### config.mk
export PLATFORM = sky130hd
export DESIGN_NAME = ddr_cmd_scheduler
export DESIGN_NICKNAME = d
export VERILOG_FILES = /design/src/rtl/ddr_cmd_scheduler.sv
export SDC_FILE = /design/constraint.sdc
export NUM_CORES = 1
export LEC_CHECK = 0
export BUFFER_PORTS_ARGS = -buffer_cell sky130_fd_sc_hd__clkbuf_2
export CORE_MARGIN = 5
export CORE_UTILIZATION = 49
export CTS_CLUSTER_DIAMETER = 200
export DETAILED_ROUTE_END_ITERATION = 8
export PLACE_DENSITY = 0.68
export SKIP_LAST_GASP = 1
export SYNTH_ARGS = -nofsm -noshare
export SYNTH_HDL_FRONTEND = slang
export SYNTH_SLANG_ARGS = --single-unit
### constraint.sdc
create_clock -name CK_t -period 4.1 [get_ports CK_t]
set_input_delay 0.205 -clock CK_t [delete_from_list [all_inputs] [get_ports CK_t]]
set_output_delay 0.205 -clock CK_t [all_outputs]
set_load 0.02 [all_outputs]
### src/rtl/ddr_cmd_scheduler.sv
// DDR4 host command scheduler: in-order request FIFO with column gap,
// read/write turnaround and MRS quiesce enforcement.
module ddr_cmd_scheduler #(
   parameter int DEPTH  = 4,
   parameter int ADDR_W = 32,
   parameter int T_WTR  = 4,
   parameter int T_MOD  = 24
) (
   input  logic                   CK_t,
   input  logic                   reset_n,
   input  logic [2:0]             request,
   input  logic [ADDR_W-1:0]      phy_addr,
   output logic                   req_rdy,
   input  logic [2:0]             CL,
   input  logic [2:0]             CWL,
   input  logic [2:0]             BL,
   input  logic [2:0]             tCCD,
   input  logic                   busy,
   output logic                   cmd_valid,
   output logic [1:0]             cmd_type,
   output logic [ADDR_W-1:0]      cmd_addr,
   input  logic                   cmd_rdy,
   output logic                   mrs_update,
   output logic [$clog2(DEPTH):0] fifo_count
);

   localparam int PW = $clog2(DEPTH);
   localparam int CW = PW + 1;
   localparam int MW = $clog2(T_MOD + 2);

   localparam logic [1:0] RD  = 2'd1;
   localparam logic [1:0] WR  = 2'd2;
   localparam logic [1:0] MRS = 2'd3;

   typedef enum logic [2:0] {IDLE, WAIT, OFFER, QUIET, TMOD} state_t;

   state_t            state;
   logic [1:0]        type_mem [DEPTH];
   logic [ADDR_W-1:0] addr_mem [DEPTH];
   logic [PW-1:0]     wr_ptr, rd_ptr, nx_ptr;
   logic [4:0]        quiet, el, g_rd_q, g_wr_q, g_head, g_next, burst;
   logic [MW-1:0]     tmod_cnt;
   logic              col_seen, push, hs, full;
   logic              head_vld, nxt_vld, gap_ok;
   logic [1:0]        head_type, nxt_type;

   // Required spacing from previous column command to the next one.
   function automatic logic [4:0] gap_of(
      input logic       p_wr,
      input logic       n_wr,
      input logic [2:0] f_tccd,
      input logic [2:0] f_bl,
      input logic [2:0] f_cl,
      input logic [2:0] f_cwl
   );
      logic signed [4:0] t, b, raw;
      t = (f_tccd == 3'd0) ? 5'sd1 : $signed({2'b00, f_tccd});
      b = (f_bl == 3'd0) ? 5'sd4 : 5'sd2;
      if (p_wr == n_wr)
         raw = t;
      else if (p_wr)
         raw = $signed({2'b00, f_cwl}) + b + $signed(5'(T_WTR));
      else
         raw = $signed({2'b00, f_cl}) + b + 5'sd2 - $signed({2'b00, f_cwl});
      return (raw > t) ? $unsigned(raw) : $unsigned(t);
   endfunction

   assign burst      = (BL == 3'd0) ? 5'd4 : 5'd2;
   assign full       = fifo_count == CW'(DEPTH);
   assign req_rdy    = !full;
   assign push       = !request[2] && request[1:0] != 2'd0 && !full;
   assign hs         = cmd_valid && cmd_rdy;
   assign nx_ptr     = rd_ptr + PW'(1);
   assign head_vld   = fifo_count != '0;
   assign nxt_vld    = fifo_count > CW'(1);
   assign head_type  = type_mem[rd_ptr];
   assign nxt_type   = type_mem[nx_ptr];
   assign g_head     = (head_type == WR) ? g_wr_q : g_rd_q;
   assign gap_ok     = !col_seen || ({1'b0, el} + 6'd1 >= {1'b0, g_head});
   assign g_next     = gap_of(cmd_type == WR, nxt_type == WR,
                              tCCD, BL, CL, CWL);
   assign mrs_update = hs && cmd_type == MRS;

   always_ff @(posedge CK_t) begin
      if (push) begin
         type_mem[wr_ptr] <= request[1:0];
         addr_mem[wr_ptr] <= phy_addr;
      end
   end

   always_ff @(posedge CK_t) begin
      if (!reset_n) begin
         wr_ptr     <= '0;
         rd_ptr     <= '0;
         fifo_count <= '0;
      end else begin
         if (push)
            wr_ptr <= wr_ptr + PW'(1);
         if (hs)
            rd_ptr <= nx_ptr;
         if (push && !hs)
            fifo_count <= fifo_count + CW'(1);
         else if (hs && !push)
            fifo_count <= fifo_count - CW'(1);
      end
   end

   // el counts edges since the last column handshake, starting at 1.
   always_ff @(posedge CK_t) begin
      if (!reset_n) begin
         quiet    <= '0;
         el       <= '0;
         col_seen <= 1'b0;
         g_rd_q   <= '0;
         g_wr_q   <= '0;
      end else if (hs && cmd_type != MRS) begin
         quiet    <= ((cmd_type == RD) ? {2'b00, CL} : {2'b00, CWL}) + burst;
         el       <= 5'd1;
         col_seen <= 1'b1;
         g_rd_q   <= gap_of(cmd_type == WR, 1'b0, tCCD, BL, CL, CWL);
         g_wr_q   <= gap_of(cmd_type == WR, 1'b1, tCCD, BL, CL, CWL);
      end else begin
         if (quiet != '0)
            quiet <= quiet - 5'd1;
         if (col_seen && el != 5'd31)
            el <= el + 5'd1;
      end
   end

   always_ff @(posedge CK_t) begin
      if (!reset_n) begin
         state     <= IDLE;
         cmd_valid <= 1'b0;
         cmd_type  <= '0;
         cmd_addr  <= '0;
         tmod_cnt  <= '0;
      end else begin
         unique case (state)
            IDLE, WAIT: begin
               if (!head_vld)
                  state <= IDLE;
               else if (head_type == MRS)
                  state <= QUIET;
               else if (!gap_ok)
                  state <= WAIT;
               else if (busy)
                  state <= IDLE;
               else begin
                  state     <= OFFER;
                  cmd_valid <= 1'b1;
                  cmd_type  <= head_type;
                  cmd_addr  <= addr_mem[rd_ptr];
               end
            end
            OFFER: begin
               if (cmd_rdy) begin
                  cmd_valid <= 1'b0;
                  if (cmd_type == MRS) begin
                     state    <= TMOD;
                     tmod_cnt <= MW'(T_MOD);
                  end else if (!nxt_vld)
                     state <= IDLE;
                  else if (nxt_type == MRS)
                     state <= QUIET;
                  else if (g_next > 5'd1)
                     state <= WAIT;
                  else if (busy)
                     state <= IDLE;
                  else begin
                     state     <= OFFER;
                     cmd_valid <= 1'b1;
                     cmd_type  <= nxt_type;
                     cmd_addr  <= addr_mem[nx_ptr];
                  end
               end
            end
            QUIET: begin
               // MRS handshake lands on the edge where quiet hits 0.
               if (quiet <= 5'd2 && !busy) begin
                  state     <= OFFER;
                  cmd_valid <= 1'b1;
                  cmd_type  <= head_type;
                  cmd_addr  <= addr_mem[rd_ptr];
               end
            end
            TMOD: begin
               if (tmod_cnt <= MW'(1)) begin
                  state    <= IDLE;
                  tmod_cnt <= '0;
               end else
                  tmod_cnt <= tmod_cnt - MW'(1);
            end
            default: state <= IDLE;
         endcase
      end
   end

endmodule

==> load_flow_metrics.sql <==
INSERT INTO impl_metrics (metric_group, metric, value, unit) VALUES
('clock_network', 'cts-htree-levels', '1', ''),
('floorplan', 'floorplan.core_area', '0.0210', 'sq mm'),
('synthesis', 'synth_top_area_share', '0.393', ''),
('synthesis', 'synth_top_family_by_area', 'multiplexers', ''),
('global_route', 'antenna_found_initial', '0', ''),
('clock_network', 'clk_root_buffer_cell', 'sky130_fd_sc_hd__clkbuf_16', ''),
('placed_design', 'dpl-instance-area', '0.0112', 'sq mm'),
('critical_path', 'startpoint_of_the_worst_register_to_register_path', 'type_mem[3][0]', ''),
('floorplan', 'initial_utilization', '0.496', ''),
('finish', 'antennaDiodeCount', '0', ''),
('critical_path', 'cpPeakStageDelay', '0.50', 'ns'),
('detailed_routing', 'dr.first_iter.drc_count', '429', ''),
('clock_network', 'later_pin_clock_latency_in_the_skew_report', '0.53', 'ns'),
('clock_network', 'cts.repair.resized', '0', ''),
('critical_path', 'critical_path_startpoint_category', 'register', ''),
('global_route', 'maximum_number_of_pins_on_one_net_before_global_route_repair', '59', ''),
('critical_path', 'crit_path_start', 'type_mem[3][0]', ''),
('worst_hold_path', 'timing.hold.worst.start', 'tCCD[1]', ''),
('synthesis', 'synth_adder_area_share', '0.0527', ''),
('timing', 'grt_setup_unrepaired', 'false', ''),
('synthesis', 'ys_top_cells_by_area', 'sky130_fd_sc_hd__edfxtp_1, sky130_fd_sc_hd__mux4_2, sky130_fd_sc_hd__dfxtp_1, sky130_fd_sc_hd__ha_1, sky130_fd_sc_hd__o21ai_0', ''),
('placed_design', 'sum_of_net_half_perimeters_after_detailed_placement', '15300', 'um'),
('global_route', 'vias_in_the_first_global_route', '7339', ''),
('timing', 'finalClockSkew', '0.0240', 'ns'),
('detailed_routing', 'drt_pre_antenna_iters', '5', ''),
('clock_network', 'cts_inserted_buffers', '23', ''),
('detailed_routing', 'vias', '7117', ''),
('synthesis', 'ys_dominant_reg_cell', 'sky130_fd_sc_hd__edfxtp_1', ''),
('finish', 'final_area', '0.0123', 'sq mm'),
('timing', 'final_max_slew_viol_count', '0', ''),
('run_status', 'run_status', 'completed', ''),
('placed_design', 'numPortBuffers', '90', ''),
('finish', 'num-fill-cells', '1715', ''),
('worst_hold_path', 'min_path_cells', '3', ''),
('detailed_routing', 'avgRoutedWirePerCell', '20.2', 'um'),
('global_route', 'globalRoute.totalOverflow', '0', ''),
('timing', 'min_period', '3.80', 'ns'),
('critical_path', 'cp.required', '4.49', 'ns'),
('clock_network', 'tritoncts', 'done', ''),
('critical_path', 'cp_cell_sequence', 'mux4_2 > nand2b_1 > mux2_1 > ha_1 > nand2b_1 > a2111o_1 > a31oi_1 > nor2_2 > o2111ai_1 > nor4b_4 > buf_12 > a221o_1', ''),
('flow_run', 'max_cap_viol_count', '0', ''),
('critical_path', 'worst-r2r-cell-count', '12', ''),
('synthesis', 'yosysWarnings', '0', ''),
('timing', 'report.final.hold_viol_count', '0', ''),
('critical_path', 'r2r-end', 'cmd_type[0]', ''),
('synthesis', 'syn_area_per_cell', '13.0', 'sq um'),
('timing', 'max_clock_freq', '263', 'MHz'),
('critical_path', 'crit_slowest_cell', 'sky130_fd_sc_hd__mux4_2', ''),
('timing', 'setup_total_negative_slack', '0', 'ns'),
('timing', 'maxSlewHeadroom', '0.317', ''),
('synthesis', 'post-synth-top-area-cell', 'sky130_fd_sc_hd__edfxtp_1', ''),
('floorplan', 'fp.dieW', '156', 'um'),
('finish', 'syn_to_final_growth', '17.8', '%'),
('synthesis', 'synth_compound_gate_area_share', '0.131', ''),
('pwr', 'total_power_divided_by_cell_area', '568', 'mW/mm^2'),
('synthesis', 'yosys-mux-area-fraction', '0.164', ''),
('critical_path', 'cp_common_cell', 'sky130_fd_sc_hd__nand2b_1', ''),
('synthesis', 'fraction_of_the_yosys_area_taken_by_sequential_cells', '0.533', ''),
('synthesis', 'post_synth_and_or_nand_nor_area_fraction', '0.0692', ''),
('placed_design', 'finalWeightedCongestion', '0.825', ''),
('detailed_routing', 'drt_wl_total', '24400', 'um'),
('detailed_routing', 'avgViaCountPerCell', '5.88', ''),
('critical_path', 'criticalPathCategory', 'reg2reg', ''),
('critical_path', 'timing.critical_path.arrival', '4.19', 'ns'),
('detailed_routing', 'drt.antenna.violating_nets', '0', ''),
('timing', 'worst_pin_slew', '1.03', 'ns'),
('floorplan', 'fp.dieArea', '0.0242', 'sq mm'),
('critical_path', 'worst-r2r-setup-slack', '0.30', 'ns'),
('clock_network', 'clockBufferDepth', '3', ''),
('clock_network', 'clock_sinks', '209', ''),
('global_route', 'grt_pass1_wl', '40000', 'um');
## cells in the final DEF, fill, tap and decap left out, types with 4 or more instances in the layout
cell type / n
sky130_fd_sc_hd__nand3_1: 9
sky130_fd_sc_hd__nor2b_1: 8
sky130_fd_sc_hd__mux4_2: 68
sky130_fd_sc_hd__inv_1: 35
sky130_fd_sc_hd__edfxtp_1: 136
sky130_fd_sc_hd__nand2_1: 35
sky130_fd_sc_hd__dlygate4sd3_1: 34
sky130_fd_sc_hd__a21oi_1: 59
sky130_fd_sc_hd__nand2b_1: 11
sky130_fd_sc_hd__xnor2_1: 6
sky130_fd_sc_hd__buf_4: 16
sky130_fd_sc_hd__xor2_1: 10
sky130_fd_sc_hd__ha_1: 39
sky130_fd_sc_hd__clkinv_2: 4
sky130_fd_sc_hd__nor3_1: 6
sky130_fd_sc_hd__clkbuf_2: 90
sky130_fd_sc_hd__dfxtp_1: 70
sky130_fd_sc_hd__a31oi_1: 7
sky130_fd_sc_hd__o21ai_0: 84
sky130_fd_sc_hd__a221o_1: 34
sky130_fd_sc_hd__nor2_1: 49
sky130_fd_sc_hd__clkbuf_16: 23
sky130_fd_sc_hd__mux2i_1: 12
sky130_fd_sc_hd__clkbuf_1: 8
sky130_fd_sc_hd__and2_2: 4
## cell families (layout without fill, tap and decap cells)
kind of cell    after synthesis  after routing
fa+ha+maj                    42             42
compound gates              216            216
mux                          85             85
xor+xnor                     16             16
buf+inv                      86            221
flops                       209            209
simple gates                146            146
## worst max-delay path, delay by kind of cell (launching register included)
family          cells  cell delay, ns
simple gates        4            0.58
fa+ha+maj           1            0.27
buf+inv             1            0.20
flops               1            0.39
mux                 2            0.85
compound gates      4            1.36
## registers in the layout, summed over array words and instances, names as in the netlist, named ones only
name        flops
addr_mem      128
cmd_addr       32
type_mem        8
el              5
g_rd_q          5
g_wr_q          5
quiet           5
tmod_cnt        5
fifo_count      3
state           3
cmd_type        2
rd_ptr          2
wr_ptr          2
cmd_valid       1
col_seen        1
## through the flow
| step | setup slack (ns) | hold slack (ns) | instances | utilization | power, mW |
|---|---|---|---|---|---|
| floorplan | 0.335 | 0.304 | 800 | - | 4.25 |
| global placement | 0.182 | 0.421 | 1134 | 0.533 | 4.90 |
| detailed placement | 0.131 | 0.429 | 1134 | 0.533 | 4.95 |
| CTS | 0.303 | 0.0239 | 1210 | 0.585 | 6.99 |
| global route | 0.123 | 0.0605 | 1210 | 0.585 | 7.35 |
| finish | 0.302 | 0.0404 | 1210 | 0.585 | 6.96 |
## cell type report
type,count,area (sq um),share of cell area
sequential,209,5550,0.453
multi-input combinational,505,4500,0.368
timing repair buffer,143,971,0.0792
clock buffer,34,647,0.0528
tap,275,344,0.0281
inverter,36,135,0.0110
clock inverter,8,104,0.00848
## timing repair
item	4_1_cts	5_1_grt
hold buffers	34	0
endpoints found under the hold margin	136	0
setup buffers	0	0
## per-layer routing
| metal | routed length, um | track usage | vias up | share of wire |
|---|---|---|---|---|
| li1 | - | - | 3342 | - |
| met1 | 10100 | 0.271 | 3537 | 0.41 |
| met2 | 12400 | 0.361 | 210 | 0.51 |
| met3 | 1500 | 0.0252 | 28 | 0.061 |
| met4 | 406 | 0.0542 | 0 | 0.017 |
| met5 | 0 | 0 | - | 0 |
## report_power, final
part	internal (mW)	total (mW)	switching (mW)
sequential	2.56	2.80	0.236
clock	1.22	2.03	0.806
combinational	0.864	2.13	1.27
total	4.65	6.96	2.31
## worst max path at each step
stage / end / slack (ns) / cells past startpoint
3_3_place_gp: cmd_addr[25] / 0.18 / 14
4_1_cts: cmd_type[0] / 0.30 / 12
3_5_place_dp: cmd_type[0] / 0.13 / 14
5_1_grt: cmd_type[0] / 0.12 / 12
6_report: cmd_type[0] / 0.30 / 12
2_1_floorplan: cmd_addr[0] / 0.34 / 14
## synth_stat cells (4+ instances only)
master                       n
sky130_fd_sc_hd__nor3_1      7
sky130_fd_sc_hd__nor2b_1     8
sky130_fd_sc_hd__o21ai_0    84
sky130_fd_sc_hd__clkbuf_1   35
sky130_fd_sc_hd__mux4_2     68
sky130_fd_sc_hd__nand2b_1   11
sky130_fd_sc_hd__nor2_1     50
sky130_fd_sc_hd__dfxtp_1    73
sky130_fd_sc_hd__nand3_1     9
sky130_fd_sc_hd__mux2i_1    12
sky130_fd_sc_hd__and2_1      7
sky130_fd_sc_hd__xor2_1     10
sky130_fd_sc_hd__nand2_1    35
sky130_fd_sc_hd__a21oi_1    59
sky130_fd_sc_hd__a221o_1    34
sky130_fd_sc_hd__inv_1      36
sky130_fd_sc_hd__edfxtp_1  136
sky130_fd_sc_hd__buf_1       4
sky130_fd_sc_hd__xnor2_1     6
sky130_fd_sc_hd__buf_6       5
sky130_fd_sc_hd__buf_2       5
sky130_fd_sc_hd__ha_1       39
sky130_fd_sc_hd__a31oi_1     7
No activity file was read; power rests on OpenSTA's default activity.
